## src/rtl/mmio_fifo_pkg.sv

```systemverilog
// ---------------------------------------------------------------------------
// mmio_fifo_pkg
//
// Shared definitions for the memory-mapped FIFO port: the register offsets
// inside the four-word window, the bit layout of the STATUS word and the
// command bits of the CTRL word, plus a helper that assembles STATUS.
// ---------------------------------------------------------------------------
package mmio_fifo_pkg;

    typedef enum logic [1:0] {
        OFS_TXDATA = 2'd0,
        OFS_RXDATA = 2'd1,
        OFS_STATUS = 2'd2,
        OFS_CTRL   = 2'd3
    } regOfs_e;

    localparam int STAT_RX_EMPTY     = 0;
    localparam int STAT_RX_FULL      = 1;
    localparam int STAT_TX_EMPTY     = 2;
    localparam int STAT_TX_FULL      = 3;
    localparam int STAT_TX_DROP      = 4;
    localparam int STAT_RX_COUNT_LSB = 6;
    localparam int STAT_TX_COUNT_LSB = 11;
    localparam int COUNT_FIELD_W     = 5;

    localparam int CTRL_POP_RX   = 0;
    localparam int CTRL_FLUSH_TX = 1;
    localparam int CTRL_FLUSH_RX = 2;
    localparam int CTRL_CLR_DROP = 3;

    // Builds the STATUS word; bit 5 is reserved and always reads as zero.
    function automatic logic [15:0] packStatus(
        input logic                     rxEmpty,
        input logic                     rxFull,
        input logic                     txEmpty,
        input logic                     txFull,
        input logic                     txDrop,
        input logic [COUNT_FIELD_W-1:0] rxCount,
        input logic [COUNT_FIELD_W-1:0] txCount
    );
        logic [15:0] status;
        status                                       = '0;
        status[STAT_RX_EMPTY]                        = rxEmpty;
        status[STAT_RX_FULL]                         = rxFull;
        status[STAT_TX_EMPTY]                        = txEmpty;
        status[STAT_TX_FULL]                         = txFull;
        status[STAT_TX_DROP]                         = txDrop;
        status[STAT_RX_COUNT_LSB +: COUNT_FIELD_W]   = rxCount;
        status[STAT_TX_COUNT_LSB +: COUNT_FIELD_W]   = txCount;
        return status;
    endfunction

endpackage

```

## src/rtl/mmio_fifo_port_fifo.sv

```systemverilog
// ---------------------------------------------------------------------------
// sync_fifo
//
// Single-clock word FIFO with a combinational head output, occupancy count
// and a synchronous flush. Pushes into a full FIFO and pops from an empty
// FIFO are ignored; a flush overrides any push or pop on the same edge.
//
// Ports:
//   clk_i    clock, rising edge
//   rst_ni   asynchronous active-low reset (pointers and count only)
//   push_i   write wdata_i at the tail
//   pop_i    drop the head entry
//   flush_i  empty the FIFO
//   wdata_i  word to push
//   rdata_o  current head word
//   empty_o  no entries held
//   full_o   DEPTH entries held
//   count_o  number of entries held
// ---------------------------------------------------------------------------
module sync_fifo #(
    parameter int  WIDTH = 16,
    parameter int  DEPTH = 8,
    localparam int AW    = $clog2(DEPTH)
) (
    input  logic             clk_i,
    input  logic             rst_ni,
    input  logic             push_i,
    input  logic             pop_i,
    input  logic             flush_i,
    input  logic [WIDTH-1:0] wdata_i,
    output logic [WIDTH-1:0] rdata_o,
    output logic             empty_o,
    output logic             full_o,
    output logic [AW:0]      count_o
);

    localparam logic [AW:0] FULL_COUNT = (AW+1)'(DEPTH);

    logic [WIDTH-1:0] mem_q [DEPTH];
    logic [AW-1:0]    wrPtr_q, wrPtr_d;
    logic [AW-1:0]    rdPtr_q, rdPtr_d;
    logic [AW:0]      count_q, count_d;
    logic             doPush;
    logic             doPop;

    assign empty_o = (count_q == '0);
    assign full_o  = (count_q == FULL_COUNT);
    assign count_o = count_q;
    assign rdata_o = mem_q[rdPtr_q];

    assign doPush = push_i && !full_o && !flush_i;
    assign doPop  = pop_i && !empty_o && !flush_i;

    // Pointer and occupancy update. DEPTH is a power of two, so the pointers
    // wrap on their own; a simultaneous push and pop leaves the count alone.
    always_comb begin
        wrPtr_d = wrPtr_q;
        rdPtr_d = rdPtr_q;
        count_d = count_q;
        if (flush_i) begin
            wrPtr_d = '0;
            rdPtr_d = '0;
            count_d = '0;
        end else begin
            if (doPush) begin
                wrPtr_d = wrPtr_q + AW'(1);
            end
            if (doPop) begin
                rdPtr_d = rdPtr_q + AW'(1);
            end
            if (doPush && !doPop) begin
                count_d = count_q + (AW+1)'(1);
            end else if (!doPush && doPop) begin
                count_d = count_q - (AW+1)'(1);
            end
        end
    end

    // Pointer and count registers; the only FIFO state that is reset.
    always_ff @(posedge clk_i or negedge rst_ni) begin
        if (!rst_ni) begin
            wrPtr_q <= '0;
            rdPtr_q <= '0;
            count_q <= '0;
        end else begin
            wrPtr_q <= wrPtr_d;
            rdPtr_q <= rdPtr_d;
            count_q <= count_d;
        end
    end

    // Storage array, deliberately left out of reset so it maps onto plain
    // registers or distributed RAM.
    always_ff @(posedge clk_i) begin
        if (doPush) begin
            mem_q[wrPtr_q] <= wdata_i;
        end
    end

endmodule

```

## src/rtl/mmio_fifo_port.sv

```systemverilog
// ---------------------------------------------------------------------------
// mmio_fifo_port
//
// Memory-mapped responder on the processor data bus exposing a TX FIFO
// (filled by processor stores, drained by a valid/ready consumer) and an RX
// FIFO (filled by a valid/ready producer, read and popped by the processor).
// Read data is registered so it arrives with the same one-cycle latency as
// the synchronous RAM; Hit tells the top level to mux DIN from this block.
//
// Window (word addresses BASE..BASE+3):
//   +0 TXDATA  write pushes DOUT into TX
//   +1 RXDATA  read returns RX head (0 when empty), no side effect
//   +2 STATUS  read-only flags and counts
//   +3 CTRL    write: [0] pop RX, [1] flush TX, [2] flush RX, [3] clear drop
//
// Ports:
//   Clock, Resetn          clock and asynchronous active-low reset
//   ADDR, DOUT, W          processor word address, write data, write strobe
//   DIN, Hit               registered read data and window-hit flag
//   tx_data/valid/ready    TX consumer handshake
//   rx_data/valid/ready    RX producer handshake
// ---------------------------------------------------------------------------
module mmio_fifo_port
    import mmio_fifo_pkg::*;
#(
    parameter logic [15:0] BASE  = 16'h1000,
    parameter int          DEPTH = 8
) (
    input  logic        Clock,
    input  logic        Resetn,
    input  logic [15:0] ADDR,
    input  logic [15:0] DOUT,
    input  logic        W,
    output logic [15:0] DIN,
    output logic        Hit,
    output logic [15:0] tx_data,
    output logic        tx_valid,
    input  logic        tx_ready,
    input  logic [15:0] rx_data,
    input  logic        rx_valid,
    output logic        rx_ready
);

    localparam int AW = $clog2(DEPTH);

    regOfs_e     regOfs;
    logic        match;
    logic        busWr;
    logic        ctrlWr;

    logic        txPush, txPop, txFlush;
    logic        rxPush, rxPop, rxFlush;
    logic        txEmpty, txFull;
    logic        rxEmpty, rxFull;
    logic [AW:0] txCount, rxCount;
    logic [15:0] rxHead;

    logic        dropSet, dropClr;
    logic        txDrop_q, txDrop_d;
    logic [15:0] rdData;
    logic [15:0] din_q, din_d;
    logic        hit_q, hit_d;
    logic        rxLive_q;

    assign match  = (ADDR[15:2] == BASE[15:2]);
    assign regOfs = regOfs_e'(ADDR[1:0]);
    assign busWr  = W && match;
    assign ctrlWr = busWr && (regOfs == OFS_CTRL);

    assign txPush  = busWr && (regOfs == OFS_TXDATA);
    assign txPop   = tx_valid && tx_ready;
    assign txFlush = ctrlWr && DOUT[CTRL_FLUSH_TX];

    assign rxPush  = rx_valid && rx_ready;
    assign rxPop   = ctrlWr && DOUT[CTRL_POP_RX];
    assign rxFlush = ctrlWr && DOUT[CTRL_FLUSH_RX];

    // A store that finds TX full is lost; fullness is the pre-edge view, so a
    // consumer pop on the same edge does not rescue it. A flush never drops.
    assign dropSet = txPush && txFull && !txFlush;
    assign dropClr = ctrlWr && DOUT[CTRL_CLR_DROP];

    assign tx_valid = !txEmpty;
    assign rx_ready = rxLive_q && !rxFull;
    assign DIN      = din_q;
    assign Hit      = hit_q;

    sync_fifo #(
        .WIDTH (16),
        .DEPTH (DEPTH)
    ) u_txFifo (
        .clk_i   (Clock),
        .rst_ni  (Resetn),
        .push_i  (txPush),
        .pop_i   (txPop),
        .flush_i (txFlush),
        .wdata_i (DOUT),
        .rdata_o (tx_data),
        .empty_o (txEmpty),
        .full_o  (txFull),
        .count_o (txCount)
    );

    sync_fifo #(
        .WIDTH (16),
        .DEPTH (DEPTH)
    ) u_rxFifo (
        .clk_i   (Clock),
        .rst_ni  (Resetn),
        .push_i  (rxPush),
        .pop_i   (rxPop),
        .flush_i (rxFlush),
        .wdata_i (rx_data),
        .rdata_o (rxHead),
        .empty_o (rxEmpty),
        .full_o  (rxFull),
        .count_o (rxCount)
    );

    // Sticky drop flag: a set on the same edge as a clear wins, so a lost
    // word is never hidden by a concurrent acknowledge.
    always_comb begin
        txDrop_d = txDrop_q;
        if (dropSet) begin
            txDrop_d = 1'b1;
        end else if (dropClr) begin
            txDrop_d = 1'b0;
        end
    end

    // Read mux. Reads are side-effect free because the bus has no read
    // strobe and ADDR may sit on this window for many cycles.
    always_comb begin
        rdData = '0;
        if (match) begin
            case (regOfs)
                OFS_RXDATA: rdData = rxEmpty ? 16'h0000 : rxHead;
                OFS_STATUS: rdData = packStatus(rxEmpty, rxFull, txEmpty, txFull, txDrop_q,
                                                COUNT_FIELD_W'(rxCount),
                                                COUNT_FIELD_W'(txCount));
                default:    rdData = '0;
            endcase
        end
        din_d = rdData;
        hit_d = match;
    end

    // Response registers and drop flag. rxLive_q keeps rx_ready low until the
    // first edge after reset is released.
    always_ff @(posedge Clock or negedge Resetn) begin
        if (!Resetn) begin
            txDrop_q <= 1'b0;
            din_q    <= '0;
            hit_q    <= 1'b0;
            rxLive_q <= 1'b0;
        end else begin
            txDrop_q <= txDrop_d;
            din_q    <= din_d;
            hit_q    <= hit_d;
            rxLive_q <= 1'b1;
        end
    end

endmodule
```

## config.mk

```make
export PLATFORM = sky130hd
export DESIGN_NAME = mmio_fifo_port
export DESIGN_NICKNAME = d
export VERILOG_FILES = /design/src/rtl/mmio_fifo_pkg.sv /design/src/rtl/mmio_fifo_port_fifo.sv /design/src/rtl/mmio_fifo_port.sv
export SDC_FILE = /design/constraint.sdc
export NUM_CORES = 1
export LEC_CHECK = 0
export BUFFER_PORTS_ARGS = -buffer_cell sky130_fd_sc_hd__buf_4
export CORE_UTILIZATION = 45
export CTS_CLUSTER_SIZE = 14
export DETAILED_ROUTE_END_ITERATION = 10
export PLACE_DENSITY_LB_ADDON = 0.12
export SLEW_MARGIN = 20
export SYNTH_ARGS = -nofsm -noshare
export SYNTH_HDL_FRONTEND = slang
export SYNTH_SLANG_ARGS = --single-unit
```

## constraint.sdc

```tcl
create_clock -name Clock -period 3.4 [get_ports Clock]
set_input_delay 0.17 -clock Clock [delete_from_list [all_inputs] [get_ports Clock]]
set_output_delay 0.17 -clock Clock [all_outputs]
set_load 0.005 [all_outputs]
```

* After elaboration in Yosys (flattened, before gate mapping)
Memories as Yosys holds them, arrays and structs flattened. Cells that the tools add are included.
Word-level totals: memory bits (writable) 256, input bits 53, memories kept 2, output and inout port bits 35, register bits after elaboration 39, word-level logic and storage cells 93
Operators by class: muxes and demuxes 23, equal/unequal tests 6, $add $sub $neg 8, reduce and logical (&&, ||, !) cells 44
Memories:
- u_rxFifo.mem_q | depth 8, bits a word 16, rd ports 1, clocked after Yosys merged registers in 0, write ports 1, RTL line mmio_fifo_port_fifo.sv:39 | logic [WIDTH-1:0] mem_q [DEPTH];
- u_txFifo.mem_q | depth 8, bits a word 16, rd ports 1, clocked after Yosys merged registers in 0, write ports 1, RTL line mmio_fifo_port_fifo.sv:39
Operators with widths (number):
- 2-to-1 mux 16 bit | 2
- one-hot mux 16 bit (2 select lines) | 1
- logical AND 1 bit | 24
- 2-to-1 mux 3 bit | 8
- 2-to-1 mux 4 bit | 6
- == test 14 x 11 -> 1 bit (second input constant) | 1
- adder 3 x 1 -> 3 bit (second input constant) | 4
- logical NOT 1 bit | 10
- nonzero test 2 bit | 5
- adder 4 x 1 -> 4 bit (second input constant) | 2
- == test 4 bit (second input constant) | 2
- logical NOT 4 bit | 2
- subtractor 4 x 1 -> 4 bit (second input constant) | 2
- 2-to-1 mux 1 bit | 6
- nonzero test 3 bit | 2
- == test 2 bit (second input constant) | 2
- == test 2 x 1 -> 1 bit (second input constant) | 1
- logical NOT 2 bit | 1

* Logic depth before layout (Yosys ltp)
Gate-level depths: netlist of the first run.
word-level depth 11, gate-level depth with buffers 11, depth with buffers taken out 11

* By module
A second synthesis of the first run with hierarchy kept.
Unflattened totals: cells, all modules 618, area total of the unflattened synthesis 11960.2 um^2
Modules (own cells, without submodules):
- sync_fifo | seq. area each 4093.9 um^2, area an instance 5536.6 um^2, instances 2, cells an instance 268
- mmio_fifo_port | seq. area each 475.5 um^2, area an instance 887.1 um^2, instances 1, cells an instance 82

* Least setup slack after synthesis of the first run
OpenSTA, ideal clock, no wires.
kind input to register, from input ADDR[11], to memory u_txFifo.mem_q[1][0] (enable), required time 2.991 ns, buffers on the path 0, cell stages on the path 6, setup time 0.409 ns, arrival 2.733 ns, slack 0.257 ns, cells stage by stage nor4b_1 -> nand4_1 -> inv_2 -> nand4_1 -> or3b_2 -> nor3_1
Between the ends: word-level cells in the longest chain between the ends 8, elaborated cells between the ends (all ways) 10, classes of those cells eq/ne (1); mux (2); reduce/logical (7)
RTL lines:
- from (decl) | RTL line mmio_fifo_port.sv:31 | input logic [15:0] ADDR,
- == test 14 x 11 -> 1 bit * | RTL line mmio_fifo_port.sv:65 | assign match = (ADDR[15:2] == BASE[15:2]);
- via hit_d | RTL line mmio_fifo_port.sv:62 | logic hit_q, hit_d;
- logical AND 1 bit * | RTL line mmio_fifo_port.sv:67 | assign busWr = W && match;
- logical AND 1 bit | RTL line mmio_fifo_port.sv:68 | assign ctrlWr = busWr && (regOfs == OFS_CTRL);
- logical AND 1 bit | RTL line mmio_fifo_port.sv:72 | assign txFlush = ctrlWr && DOUT[CTRL_FLUSH_TX];
- logical NOT 1 bit | RTL line mmio_fifo_port_fifo.sv:51 | assign doPush = push_i && !full_o && !flush_i;
- logical AND 1 bit * | RTL line mmio_fifo_port_fifo.sv:51
- 2-to-1 mux 1 bit * | RTL line mmio_fifo_port_fifo.sv:95 | if (doPush) begin
- 2-to-1 mux 1 bit (implied by the code) * | RTL line mmio_fifo_port_fifo.sv:96 | mem_q[wrPtr_q] <= wdata_i;
- to (decl) | RTL line mmio_fifo_port_fifo.sv:39
The timed path passes the listed nets; every way through them passes the cells marked *.

* Worst setup path after layout of the first run
from register u_txFifo.count_q[1] (netlist: u_txFifo.count_o[1]), to register u_txFifo.count_q[3] (netlist: u_txFifo.count_o[3])
Between the ends: word-level cells in the longest chain between the ends 9, elaborated cells between the ends (all ways) 19, classes of those cells add/sub (2); eq/ne (1); mux (3); reduce/logical (13)
RTL lines:
- from (decl) | RTL line mmio_fifo_port_fifo.sv:42 | logic [AW:0] count_q, count_d;
- from (signal assigned) | RTL line mmio_fifo_port_fifo.sv:88 | count_q <= count_d;
- branches (longest 9 deep; another with subtractor 4 x 1 -> 4 bit)
Parallel ways; which one is timed is not known. The select of a mux whose other input is x is not followed. A chain may end at the register's enable or synchronous reset.

==> impl_metrics.xml, run 1 <==
<?xml version="1.0" encoding="UTF-8"?>
<metrics>
  <group name="run_status">
    <metric name="run_status" unit="">completed</metric>
  </group>
  <group name="flow_run">
    <metric name="max_cap_violations" unit="">0</metric>
  </group>
  <group name="synthesis">
    <metric name="postSynth.topFlopCell" unit="">edfxtp_1</metric>
    <metric name="post_synth_instance_area" unit="sq mm">0.0119</metric>
    <metric name="synth_top_area_cell" unit="">edfxtp_1</metric>
    <metric name="ys_ff_latch" unit="">295</metric>
    <metric name="proportion_of_synthesized_chip_area_in_sequential_cells" unit="%">73.0</metric>
    <metric name="synth.lib_cells_used.distinct" unit="">54</metric>
    <metric name="syn-mean-instance-area" unit="sq um">18.6</metric>
    <metric name="postSynthCellCount" unit="">637</metric>
    <metric name="synth_enable_flop_cells" unit="">256</metric>
    <metric name="synthDominantCellAreaShare" unit="%">64.8</metric>
    <metric name="ys.warnings.count" unit="">0</metric>
    <metric name="mappedNetlistNets" unit="">704</metric>
    <metric name="ys_async_sr_fraction" unit="%">13.2</metric>
    <metric name="synth_area_leaders" unit="">edfxtp_1 (65%), mux4_2 (12%), dfrtp_1 (8.2%)</metric>
  </group>
  <group name="finish">
    <metric name="most_used_cells_in_the_layout_excluding_fill_and_tap_cells" unit="">edfxtp_1 (256), buf_4 (119), mux4_2 (64)</metric>
    <metric name="final_layout_size_suffix_gt1_share" unit="%">31.9</metric>
    <metric name="multi_input_comb_area" unit="sq mm">0.00306</metric>
    <metric name="finish.net_count" unit="">859</metric>
    <metric name="layout_commonest_cell" unit="">edfxtp_1</metric>
    <metric name="num_antenna_cells" unit="">0</metric>
    <metric name="fill_cells" unit="">1999</metric>
    <metric name="final-seq-area" unit="sq mm">0.00867</metric>
    <metric name="synthToLayoutAreaGrowth" unit="%">21.4</metric>
  </group>
  <group name="global_route">
    <metric name="grt_overflow" unit="">0</metric>
    <metric name="global_route.usage.total" unit="%">18.6</metric>
    <metric name="grt_pass1_vias" unit="">6615</metric>
    <metric name="grt_max_degree" unit="">40</metric>
    <metric name="wire_length_of_the_first_global_routing_pass" unit="mm">37.1</metric>
    <metric name="antenna_found_initial" unit="">0</metric>
  </group>
  <group name="timing">
    <metric name="setup-tns-final" unit="ns">0</metric>
    <metric name="relative_slew_margins" unit="%">34.4</metric>
    <metric name="min_period_over_period" unit="%">91.5</metric>
    <metric name="setup-violations-final" unit="">0</metric>
    <metric name="clock_skew" unit="ns">0.0197</metric>
    <metric name="grt_setup_unrepaired" unit="">no</metric>
    <metric name="minimum_period_implied_by_the_final_worst_setup_slack" unit="ns">3.11</metric>
    <metric name="tightest_slew" unit="ns">0.984</metric>
    <metric name="max_clock_freq" unit="MHz">322</metric>
    <metric name="final_max_slew_viol_count" unit="">0</metric>
    <metric name="final_hold_violations" unit="">0</metric>
  </group>
  <group name="critical_path">
    <metric name="cp_max_fo" unit="">7</metric>
    <metric name="critPathArrivalTime" unit="ns">3.57</metric>
    <metric name="endpoint_kind" unit="">flop</metric>
    <metric name="timing.setup.critical_path_class" unit="">flop to flop</metric>
    <metric name="critical_path_required" unit="ns">3.86</metric>
    <metric name="crit_path_start_kind" unit="">flop</metric>
  </group>
  <group name="clocking">
    <metric name="htreeDepth" unit="">1</metric>
    <metric name="clkSlewWorstSetupHoldPaths" unit="ns">0.06</metric>
    <metric name="clk_latency" unit="ns">0.55</metric>
    <metric name="postCtsSetupBuffers" unit="">0</metric>
    <metric name="clkSinkCount" unit="">295</metric>
    <metric name="cts_max_path_buffers" unit="">3</metric>
    <metric name="post_cts.resized_instances" unit="">0</metric>
    <metric name="numCtsBuffers" unit="">30</metric>
    <metric name="cts_tree" unit="">yes</metric>
    <metric name="clock_tree.root_cell" unit="">clkbuf_16</metric>
    <metric name="cts_hold_buffers" unit="">34</metric>
  </group>
  <group name="detailed_routing">
    <metric name="drt_first_iter_violations" unit="">448</metric>
    <metric name="drt_drc_violations_left" unit="">0</metric>
    <metric name="antenna_left" unit="">0</metric>
    <metric name="routedWlPerCell" unit="um">21.2</metric>
    <metric name="detailroute.via_count" unit="">6218</metric>
    <metric name="dr.pass1.iters" unit="">4</metric>
    <metric name="routed_via_density" unit="">5.40</metric>
    <metric name="detailed_route_wire_length" unit="mm">24.4</metric>
  </group>
  <group name="power">
    <metric name="power.ir.vdd_worst" unit="uV">496</metric>
    <metric name="total_switching_power" unit="W">0.00247</metric>
    <metric name="powerDensity" unit="mW/mm^2">667</metric>
    <metric name="static-leakage-power" unit="nW">5.04</metric>
    <metric name="post-layout-total-power" unit="W">0.00960</metric>
    <metric name="power.combinational.fraction" unit="%">20.8</metric>
    <metric name="internal-power" unit="W">0.00713</metric>
    <metric name="power.sequential.fraction" unit="%">46.5</metric>
    <metric name="clock_power_share" unit="%">32.7</metric>
    <metric name="power_switching_share" unit="%">25.7</metric>
  </group>
  <group name="floorplan">
    <metric name="coreArea" unit="sq mm">0.0260</metric>
    <metric name="top_level_ports" unit="">88</metric>
    <metric name="die_height" unit="um">164</metric>
    <metric name="fp.dieArea" unit="sq mm">0.0270</metric>
    <metric name="num_rows" unit="">59</metric>
    <metric name="initial_standard_cell_utilization_of_the_core" unit="%">45.7</metric>
    <metric name="die_x" unit="um">164</metric>
  </group>
  <group name="placed_design">
    <metric name="place_hpwl" unit="mm">15.5</metric>
    <metric name="buffer_ports.inserted" unit="">87</metric>
    <metric name="routabilityCongestion" unit="">0.778</metric>
  </group>
  <group name="hold_path">
    <metric name="hold_path.class" unit="">primary input to flop</metric>
  </group>
</metrics>
## routing by layer
layer / vias up / track usage (%) / share of wire, %
met2: 155 / 34.6 / 53
met5: - / 0 / 0
met3: 32 / 2.71 / 4.0
met1: 3190 / 22.6 / 41
met4: 0 / 4.50 / 1.9
li1: 2841 / - / -
## through the flow
step / util (%) / std cells / hold WS (ns) / setup WS (ns) / cell area, sq um
3_5_place_dp: 50.5 / 1061 / 0.197 / 0.262 / 13100
5_1_grt: 55.4 / 1151 / 0.132 / 0.225 / 14400
2_1_floorplan: - / 637 / -0.126 / 0.257 / 11900
3_3_place_gp: 50.5 / 1061 / 0.186 / 0.350 / 13100
6_report: 55.4 / 1151 / 0.129 / 0.290 / 14400
4_1_cts: 55.4 / 1151 / 0.0994 / 0.306 / 14400
## worst paths after layout
kind                                            startpoint                               to  slack (ns)  cells past startpoint
max                        u_txFifo.count_o[1]$_DFFE_PN0P_  u_txFifo.count_o[3]$_DFFE_PN0P_        0.29                      9
min                                                      W             txDrop_q$_DFFE_PN0P_        0.13                      4
max reg2reg                u_txFifo.count_o[1]$_DFFE_PN0P_  u_txFifo.count_o[3]$_DFFE_PN0P_        0.29                      9
min reg2reg                           txDrop_q$_DFFE_PN0P_             txDrop_q$_DFFE_PN0P_        0.51                      1
max in group asynchronous                           Resetn  u_txFifo.rdPtr_q[0]$_DFFE_PN0P_        2.85                      2
min in group asynchronous                           Resetn                 DIN[3]$_DFF_PN0_        0.15                      2
## power by group through the flow
stage          Clock [W]  Sequential (W)  Combinational, W
2_1_floorplan          0         0.00431           0.00147
3_3_place_gp           0         0.00453           0.00196
3_5_place_dp           0         0.00455           0.00199
4_1_cts          0.00321         0.00448           0.00203
5_1_grt          0.00334         0.00451           0.00218
6_report         0.00314         0.00447           0.00199
## cell type report
class	instances	area share [%]
clock buffer	42	5.81
sequential	295	60.1
inverter	13	0.339
tap	335	2.91
multi-input combinational	298	21.3
timing repair buffer	154	8.70
clock inverter	14	0.834
## worst max-delay path, cell delays in order (launching register included)
cell	delay [ns]
dfrtp_1	0.46
or4_4	0.59
and2_4	0.21
or3_2	0.49
ha_1	0.30
a21o_2	0.12
a21oi_1	0.08
or4_4	0.42
a211o_1	0.32
o21ai_2	0.05
## flip-flops by register name, summed over array words and instances (netlist names), 4 cells and up
signal / flops
DIN: 16
u_rxFifo.mem_q: 128
u_txFifo.mem_q: 128
u_rxFifo.count_o: 4
u_txFifo.count_o: 4
## Yosys cell counts, types with 2 or more instances
master	n
o21a_1	2
nand4_1	3
o21ai_0	9
a21o_1	2
a21oi_1	23
xnor2_1	5
a41oi_1	2
o22ai_1	3
buf_2	3
dfrtp_1	39
buf_1	6
ha_1	12
nand2_1	17
or3b_2	2
nor4_1	3
nor2_1	50
mux2_2	16
a22oi_1	3
mux2i_1	18
a31oi_1	2
nor4b_1	3
or4_4	2
xor2_1	4
mux4_2	64
or3_1	2
nand3_1	6
nor3_1	15
or4b_2	2
edfxtp_1	256
and3_1	2
clkbuf_1	21
nand2b_1	6
inv_1	12
fa_1	2
## cell families (layout without fill, tap and decap cells)
kind of cell / count (synthesis) / after routing / synth area share (%)
and+or+nand+nor: 120 / 120 / 5.04
adders and majority gates: 14 / 14 / 1.60
buffers and inverters: 44 / 223 / 1.49
muxes: 98 / 98 / 15.2
DFF: 295 / 295 / 73.0
other: 1 / 1 / 0.0316
AOI/OAI and AO/OA: 56 / 56 / 3.01
xor gates and xnor gates: 9 / 9 / 0.664
Note: power is estimated with default switching activity, not from simulation.
==> inputs of run 2 (changes only) <==
--- a/config.mk
+++ b/config.mk
@@ -6,10 +6,11 @@
 export NUM_CORES = 1
 export LEC_CHECK = 0
 export BUFFER_PORTS_ARGS = -buffer_cell sky130_fd_sc_hd__buf_4
+export CAP_MARGIN = 20
 export CORE_UTILIZATION = 45
 export CTS_CLUSTER_SIZE = 14
 export DETAILED_ROUTE_END_ITERATION = 10
-export PLACE_DENSITY_LB_ADDON = 0.12
+export HOLD_SLACK_MARGIN = 0.02
 export SLEW_MARGIN = 20
 export SYNTH_ARGS = -nofsm -noshare
 export SYNTH_HDL_FRONTEND = slang
==> run 2 against run 1 <==
Fmax fell by 0.98%; combinational power about the same; final cell count down 0.26%; global-route usage about the same; worst hold slack gained 0.018 ns; flip-flop and latch count unchanged; utilization about the same; sequential power about the same; via count increased by 0.27%; wire length hardly changed; largest cell class unchanged.
==> impl_metrics.xml, run 2 (synthesized netlist as in run 1, its figures left out) <==
<?xml version="1.0" encoding="UTF-8"?>
<metrics>
  <group name="floorplan">
    <metric name="die_x" unit="um">164</metric>
    <metric name="die_height" unit="um">164</metric>
    <metric name="coreArea" unit="sq mm">0.0260</metric>
    <metric name="initial_standard_cell_utilization_of_the_core" unit="%">45.7</metric>
    <metric name="fp.dieArea" unit="sq mm">0.0270</metric>
    <metric name="num_rows" unit="">59</metric>
    <metric name="top_level_ports" unit="">88</metric>
  </group>
  <group name="detailed_routing">
    <metric name="dr.pass1.iters" unit="">6</metric>
    <metric name="drt_first_iter_violations" unit="">354</metric>
    <metric name="routed_via_density" unit="">5.43</metric>
    <metric name="antenna_left" unit="">0</metric>
    <metric name="drt_drc_violations_left" unit="">0</metric>
    <metric name="detailroute.via_count" unit="">6235</metric>
    <metric name="detailed_route_wire_length" unit="mm">24.4</metric>
    <metric name="routedWlPerCell" unit="um">21.3</metric>
  </group>
  <group name="global_route">
    <metric name="grt_pass1_vias" unit="">6590</metric>
    <metric name="grt_overflow" unit="">0</metric>
    <metric name="wire_length_of_the_first_global_routing_pass" unit="mm">37.3</metric>
    <metric name="global_route.usage.total" unit="%">18.6</metric>
    <metric name="antenna_found_initial" unit="">0</metric>
    <metric name="grt_max_degree" unit="">40</metric>
  </group>
  <group name="timing">
    <metric name="min_period_over_period" unit="%">92.4</metric>
    <metric name="setup-violations-final" unit="">0</metric>
    <metric name="grt_setup_unrepaired" unit="">no</metric>
    <metric name="setup-tns-final" unit="ns">0</metric>
    <metric name="relative_slew_margins" unit="%">35.0</metric>
    <metric name="final_max_slew_viol_count" unit="">0</metric>
    <metric name="clock_skew" unit="ns">0.00766</metric>
    <metric name="minimum_period_implied_by_the_final_worst_setup_slack" unit="ns">3.14</metric>
    <metric name="final_hold_violations" unit="">0</metric>
    <metric name="tightest_slew" unit="ns">0.976</metric>
    <metric name="max_clock_freq" unit="MHz">318</metric>
  </group>
  <group name="clocking">
    <metric name="cts_max_path_buffers" unit="">3</metric>
    <metric name="cts_tree" unit="">yes</metric>
    <metric name="clk_latency" unit="ns">0.54</metric>
    <metric name="clkSlewWorstSetupHoldPaths" unit="ns">0.06</metric>
    <metric name="postCtsSetupBuffers" unit="">0</metric>
    <metric name="clock_tree.root_cell" unit="">clkbuf_16</metric>
    <metric name="numCtsBuffers" unit="">31</metric>
    <metric name="clkSinkCount" unit="">295</metric>
    <metric name="htreeDepth" unit="">1</metric>
  </group>
  <group name="power">
    <metric name="power.ir.vdd_worst" unit="uV">455</metric>
    <metric name="powerDensity" unit="mW/mm^2">668</metric>
    <metric name="static-leakage-power" unit="nW">5.03</metric>
  </group>
  <group name="finish">
    <metric name="most_used_cells_in_the_layout_excluding_fill_and_tap_cells" unit="">edfxtp_1 (256), buf_4 (110), mux4_2 (64)</metric>
    <metric name="layout_commonest_cell" unit="">edfxtp_1</metric>
    <metric name="final_layout_size_suffix_gt1_share" unit="%">31.4</metric>
    <metric name="multi_input_comb_area" unit="sq mm">0.00305</metric>
    <metric name="synthToLayoutAreaGrowth" unit="%">21.5</metric>
    <metric name="final-seq-area" unit="sq mm">0.00867</metric>
    <metric name="num_antenna_cells" unit="">0</metric>
    <metric name="finish.net_count" unit="">856</metric>
    <metric name="fill_cells" unit="">2015</metric>
    <metric name="post-route-cell-area" unit="sq mm">0.0144</metric>
  </group>
  <group name="critical_path">
    <metric name="crit_path_start_kind" unit="">flop</metric>
    <metric name="timing.setup.critical_path_class" unit="">flop to flop</metric>
    <metric name="cp_max_fo" unit="">7</metric>
    <metric name="reg2reg_to" unit="">u_txFifo.count_o[3]$_DFFE_PN0P_</metric>
    <metric name="critPathArrivalTime" unit="ns">3.61</metric>
    <metric name="cp_common_cell" unit="">or4_4</metric>
    <metric name="end_of_the_critical_path" unit="">u_txFifo.count_o[3]$_DFFE_PN0P_</metric>
    <metric name="r2r_setup_slack" unit="ns">0.26</metric>
    <metric name="slowest_stage_cell_on_the_critical_path" unit="">or4_4</metric>
    <metric name="startpoint_of_the_worst_slack_reg_to_reg_timing_path" unit="">u_txFifo.count_o[1]$_DFFE_PN0P_</metric>
    <metric name="critical_path_required" unit="ns">3.87</metric>
    <metric name="setup.worst_path.start" unit="">u_txFifo.count_o[1]$_DFFE_PN0P_</metric>
    <metric name="worstPathCellList" unit="">or4_4 &gt; and2_4 &gt; or3_2 &gt; ha_1 &gt; a21o_2 &gt; a21oi_1 &gt; or4_4 &gt; a211o_1 &gt; o21ai_2</metric>
    <metric name="endpoint_kind" unit="">flop</metric>
    <metric name="timing.reg2reg.worst_path_depth" unit="">9</metric>
    <metric name="worst_path_largest_cell_delay" unit="ns">0.59</metric>
  </group>
  <group name="flow_run">
    <metric name="max_cap_violations" unit="">0</metric>
  </group>
  <group name="run_status">
    <metric name="run_status" unit="">completed</metric>
  </group>
  <group name="placed_design">
    <metric name="place_hpwl" unit="mm">15.1</metric>
    <metric name="buffer_ports.inserted" unit="">87</metric>
    <metric name="routabilityCongestion" unit="">0.811</metric>
    <metric name="placement.cell_area" unit="sq mm">0.0131</metric>
  </group>
  <group name="hold_path">
    <metric name="hold_path.class" unit="">primary input to asynchronous set/reset pin</metric>
  </group>
</metrics>
==> run 2: metal layers <==
| layer | global-route usage (%) | part of all wire [%] | up-vias |
|---|---|---|---|
| li1 | - | - | 2847 |
| met1 | 22.6 | 41 | 3215 |
| met2 | 34.3 | 53 | 134 |
| met3 | 2.44 | 4.1 | 39 |
| met4 | 5.46 | 2.2 | 0 |
| met5 | 0 | 0 | - |
==> run 2: cell type report <==
cell class | instances | share of cell area (%)
tap | 335 | 2.91
clock inverter | 12 | 0.824
multi-input combinational | 298 | 21.2
sequential | 295 | 60.1
timing repair buffer | 150 | 8.85
clock buffer | 45 | 5.81
inverter | 13 | 0.338
==> run 2: how the worst min path moves through the flow <==
stage	start	endpoint	slack, ns
6_report	Resetn	u_txFifo.rdPtr_q[1]$_DFFE_PN0P_	0.15
5_1_grt	Resetn	u_txFifo.rdPtr_q[1]$_DFFE_PN0P_	0.20
4_1_cts	Resetn	u_txFifo.rdPtr_q[1]$_DFFE_PN0P_	0.16
3_5_place_dp	Resetn	u_txFifo.rdPtr_q[1]$_DFFE_PN0P_	0.19
3_3_place_gp	Resetn	u_txFifo.rdPtr_q[1]$_DFFE_PN0P_	0.19
2_1_floorplan	Resetn	DIN[0]$_DFF_PN0_	-0.13
==> run 2: repair_timing <==
action / CTS / global route
hold buffers: 35 / 0
setup endpoints to repair: 0 / 0
endpoints found under the hold margin: 304 / 0
resized for setup: 0 / 0
==> run 2: power by group <==
group	internal, W	total, W	switching [W]
sequential	0.00415	0.00449	0.000341
clock	0.00186	0.00317	0.00131
combinational	0.00113	0.00198	0.000849
total	0.00714	0.00964	0.00250
==> run 2: worst max-delay path: cells and delay by family (launching register included) <==
kind,cells,cell delay [ns]
fa+ha+maj,1,0.30
flops,1,0.45
simple gates,4,1.73
compound gates,4,0.59
==> run 2: metrics by stage <==
step	power [W]	util [%]	std cells	worst slack [ns]	hold slack, ns
after detailed placement	0.00654	50.5	1056	0.222	0.193
after CTS	0.00974	55.5	1148	0.299	0.159
after global routing	0.0101	55.5	1148	0.186	0.197
after global placement	0.00648	50.5	1056	0.351	0.190
after floorplan	0.00578	-	637	0.257	-0.126
final	0.00964	55.5	1148	0.259	0.148
==> inputs of run 3 (changes only) <==
--- a/config.mk
+++ b/config.mk
@@ -5,6 +5,7 @@
 export SDC_FILE = /design/constraint.sdc
 export NUM_CORES = 1
 export LEC_CHECK = 0
+export ABC_AREA = 1
 export BUFFER_PORTS_ARGS = -buffer_cell sky130_fd_sc_hd__buf_4
 export CAP_MARGIN = 20
 export CORE_UTILIZATION = 45
==> run 3 against run 2 <==
The flow now finishes with violations (DRC); via count is 26% higher; synthesized cell count is 52% higher; die area is 1.6% higher; critical path type is now flop to primary output.
==> impl_metrics.xml, run 3 <==
<?xml version="1.0" encoding="UTF-8"?>
<metrics>
  <group name="detailed_routing">
    <metric name="antenna_left" unit="">0</metric>
    <metric name="drt_first_iter_violations" unit="">758</metric>
    <metric name="dr.max_layer_used" unit="">met4</metric>
    <metric name="detailed_route_wire_length" unit="mm">27.4</metric>
    <metric name="dr.pass1.iters" unit="">8</metric>
    <metric name="met2RoutedLength" unit="mm">13.4</metric>
    <metric name="route.met3.wl" unit="mm">1.11</metric>
    <metric name="route.layer.met1.wl" unit="mm">12.1</metric>
    <metric name="routed_via_density" unit="">5.32</metric>
    <metric name="drt_drc_violations_left" unit="">4</metric>
    <metric name="routedWlPerCell" unit="um">18.6</metric>
    <metric name="detailroute.via_count" unit="">7832</metric>
  </group>
  <group name="power">
    <metric name="static-leakage-power" unit="nW">5.46</metric>
    <metric name="powerDensity" unit="mW/mm^2">652</metric>
    <metric name="power.ir.vdd_worst" unit="uV">526</metric>
  </group>
  <group name="synthesis">
    <metric name="ys_ff_latch" unit="">295</metric>
    <metric name="postSynth.topFlopCell" unit="">edfxtp_1</metric>
    <metric name="netlist_top_cells_count" unit="">edfxtp_1 (256), nor2_1 (208), o21ai_0 (107)</metric>
    <metric name="synth_enable_flop_cells" unit="">256</metric>
    <metric name="ys_async_sr_fraction" unit="%">13.2</metric>
    <metric name="post_synth_instance_area" unit="sq mm">0.0121</metric>
    <metric name="mappedNetlistNets" unit="">1036</metric>
    <metric name="synth_most_common_cell" unit="">edfxtp_1</metric>
    <metric name="synth_top_area_cell" unit="">edfxtp_1</metric>
    <metric name="synth_area_leaders" unit="">edfxtp_1 (64%), dfrtp_1 (8.1%), nor2_1 (6.5%)</metric>
    <metric name="synth.lib_cells_used.distinct" unit="">34</metric>
    <metric name="ys.warnings.count" unit="">0</metric>
    <metric name="syn-mean-instance-area" unit="sq um">12.4</metric>
    <metric name="synthDominantCellAreaShare" unit="%">63.7</metric>
    <metric name="proportion_of_synthesized_chip_area_in_sequential_cells" unit="%">71.8</metric>
    <metric name="postSynthCellCount" unit="">969</metric>
  </group>
  <group name="critical_path">
    <metric name="cp_max_fo" unit="">35</metric>
    <metric name="timing.setup.critical_path_class" unit="">flop to primary output</metric>
    <metric name="endpoint_kind" unit="">primary output</metric>
    <metric name="crit_path_start_kind" unit="">flop</metric>
    <metric name="cp_num_buf_inv" unit="">2</metric>
    <metric name="slowest_stage_cell_on_the_critical_path" unit="">dfrtp_2</metric>
    <metric name="cp_common_cell" unit="">buf_4</metric>
    <metric name="worstPathCellList" unit="">buf_4 &gt; o21ai_0 &gt; o22ai_1 &gt; nor2_1 &gt; a31oi_1 &gt; buf_4</metric>
    <metric name="critPathArrivalTime" unit="ns">2.61</metric>
    <metric name="worst_path_largest_cell_delay" unit="ns">0.76</metric>
    <metric name="critical_path_required" unit="ns">3.23</metric>
    <metric name="critPathTopFamily" unit="">flip-flops</metric>
  </group>
  <group name="finish">
    <metric name="most_used_cells_in_the_layout_excluding_fill_and_tap_cells" unit="">edfxtp_1 (256), nor2_1 (207), buf_4 (121)</metric>
    <metric name="multi_input_comb_area" unit="sq mm">0.00308</metric>
    <metric name="num_antenna_cells" unit="">0</metric>
    <metric name="synthToLayoutAreaGrowth" unit="%">20.7</metric>
    <metric name="final_layout_size_suffix_gt1_share" unit="%">16.8</metric>
    <metric name="fill_cells" unit="">2130</metric>
    <metric name="final-seq-area" unit="sq mm">0.00867</metric>
    <metric name="finish.net_count" unit="">1179</metric>
    <metric name="layout_commonest_cell" unit="">edfxtp_1</metric>
  </group>
  <group name="global_route">
    <metric name="antenna_found_initial" unit="">0</metric>
    <metric name="global_route.usage.total" unit="%">20.5</metric>
    <metric name="wire_length_of_the_first_global_routing_pass" unit="mm">43.8</metric>
    <metric name="grt_pass1_vias" unit="">7740</metric>
    <metric name="grt_max_degree" unit="">67</metric>
    <metric name="grt_overflow" unit="">0</metric>
  </group>
  <group name="floorplan">
    <metric name="initial_standard_cell_utilization_of_the_core" unit="%">46.0</metric>
    <metric name="die_x" unit="um">166</metric>
    <metric name="fp.dieArea" unit="sq mm">0.0275</metric>
    <metric name="top_level_ports" unit="">88</metric>
    <metric name="num_rows" unit="">59</metric>
    <metric name="coreArea" unit="sq mm">0.0262</metric>
    <metric name="die_height" unit="um">166</metric>
  </group>
  <group name="placed_design">
    <metric name="place_hpwl" unit="mm">17.4</metric>
    <metric name="buffer_ports.inserted" unit="">87</metric>
    <metric name="routabilityCongestion" unit="">0.834</metric>
  </group>
  <group name="run_status">
    <metric name="failed_checks" unit="">DRC</metric>
    <metric name="run_status" unit="">finished, violations left</metric>
  </group>
  <group name="clocking">
    <metric name="clkSlewWorstSetupHoldPaths" unit="ns">0.07</metric>
    <metric name="cts_max_path_buffers" unit="">3</metric>
    <metric name="clock_tree.root_cell" unit="">clkbuf_16</metric>
    <metric name="clkSinkCount" unit="">295</metric>
    <metric name="htreeDepth" unit="">1</metric>
    <metric name="numCtsBuffers" unit="">31</metric>
    <metric name="clk_latency" unit="ns">0.55</metric>
    <metric name="postCtsSetupBuffers" unit="">0</metric>
    <metric name="cts_tree" unit="">yes</metric>
  </group>
  <group name="hold_path">
    <metric name="hold_path.class" unit="">primary input to flop</metric>
  </group>
  <group name="timing">
    <metric name="clock_skew" unit="ns">0.0132</metric>
    <metric name="grt_setup_unrepaired" unit="">no</metric>
    <metric name="final_max_slew_viol_count" unit="">0</metric>
    <metric name="minimum_period_implied_by_the_final_worst_setup_slack" unit="ns">2.78</metric>
    <metric name="hold_ws" unit="ns">0.126</metric>
    <metric name="setup-tns-final" unit="ns">0</metric>
    <metric name="tightest_slew" unit="ns">0.940</metric>
    <metric name="setup-violations-final" unit="">0</metric>
    <metric name="max_clock_freq" unit="MHz">360</metric>
    <metric name="final_hold_violations" unit="">0</metric>
    <metric name="relative_slew_margins" unit="%">37.3</metric>
    <metric name="min_period_over_period" unit="%">81.7</metric>
  </group>
  <group name="flow_run">
    <metric name="max_cap_violations" unit="">0</metric>
  </group>
</metrics>
[run 3: cell count changes after synthesis, moves of 13 or more]
cell	delta
inv_1	+30
clkbuf_1	+15
mux2_2	-16
nor2_1	+158
nand2_1	+64
o221ai_1	+21
mux4_2	-64
a31oi_1	+14
o22ai_1	+13
o21ai_0	+98
nand3_1	+20
[run 3: worst reg2reg max path: cells and delay by family, from the launching register on]
family                   cells  cell delay (ns)
AO/OA/AOI/OAI                1             0.14
AND/OR/NAND/NOR             12             1.25
flip-flops                   1             0.41
adder cells (fa/ha/maj)      1             0.36
buffers and inverters        1             0.06
XOR/XNOR                     1             0.19
[run 3: layout make-up]
type / count / area share, %
sequential: 295 / 59.5
multi-input combinational: 583 / 21.2
timing repair buffer: 158 / 8.92
clock buffer: 37 / 5.49
tap: 335 / 2.88
inverter: 43 / 1.11
clock inverter: 20 / 0.860
[run 3: kinds of logic after synthesis]
logic type      share of synthesized area, %
compound gates                          9.68
xor+xnor                               0.436
fa+ha+maj                               1.58
buf+inv                                 2.96
flops                                   71.8
mux                                     1.74
other cells                           0.0311
simple gates                            11.8
[run 3: layer usage]
metal | up-vias | GRT usage (%)
li1 | 3775 | -
met1 | 3827 | 27.4
met2 | 181 | 34.5
met3 | 49 | 3.23
met4 | 0 | 6.62
met5 | - | 0
[run 3: timing repair]
action	in CTS	in global routing
resized for setup	0	0
hold buffers	35	0
endpoints found under the hold margin	298	0
[run 3: worst paths after layout]
path | slack [ns] | startpoint | cells after the start | end
min in group asynchronous | 0.16 | Resetn | 2 | DIN[5]$_DFF_PN0_
hold / removal | 0.13 | ADDR[13] | 5 | Hit$_DFF_PN0_
hold reg to reg | 0.53 | txDrop_q$_DFFE_PN0P_ | 2 | txDrop_q$_DFFE_PN0P_
setup / recovery | 0.62 | u_txFifo.rdPtr_q[0]$_DFFE_PN0P_ | 6 | tx_data[11]
max in group asynchronous | 2.83 | Resetn | 2 | u_txFifo.rdPtr_q[0]$_DFFE_PN0P_
setup reg to reg | 0.89 | u_rxFifo.count_o[0]$_DFFE_PN0P_ | 16 | u_rxFifo.count_o[3]$_DFFE_PN0P_
[run 3: metrics by stage]
stage | power, W | utilization, % | worst slack (ns) | instance area (sq um) | std cells
after floorplan | 0.00562 | - | 0.782 | 12100 | 969
after global placement | 0.00647 | 50.7 | 0.861 | 13300 | 1379
after detailed placement | 0.00648 | 50.7 | 0.799 | 13300 | 1379
after CTS | 0.00957 | 55.5 | 0.569 | 14600 | 1471
after global routing | 0.0100 | 55.5 | 0.401 | 14600 | 1471
final | 0.00948 | 55.5 | 0.624 | 14600 | 1471
[run 3: report_power, final]
| part | switching, W | internal [W] |
|---|---|---|
| combinational | 0.00128 | 0.000840 |
| sequential | 0.000172 | 0.00413 |
| clock | 0.00132 | 0.00174 |
| total | 0.00277 | 0.00671 |
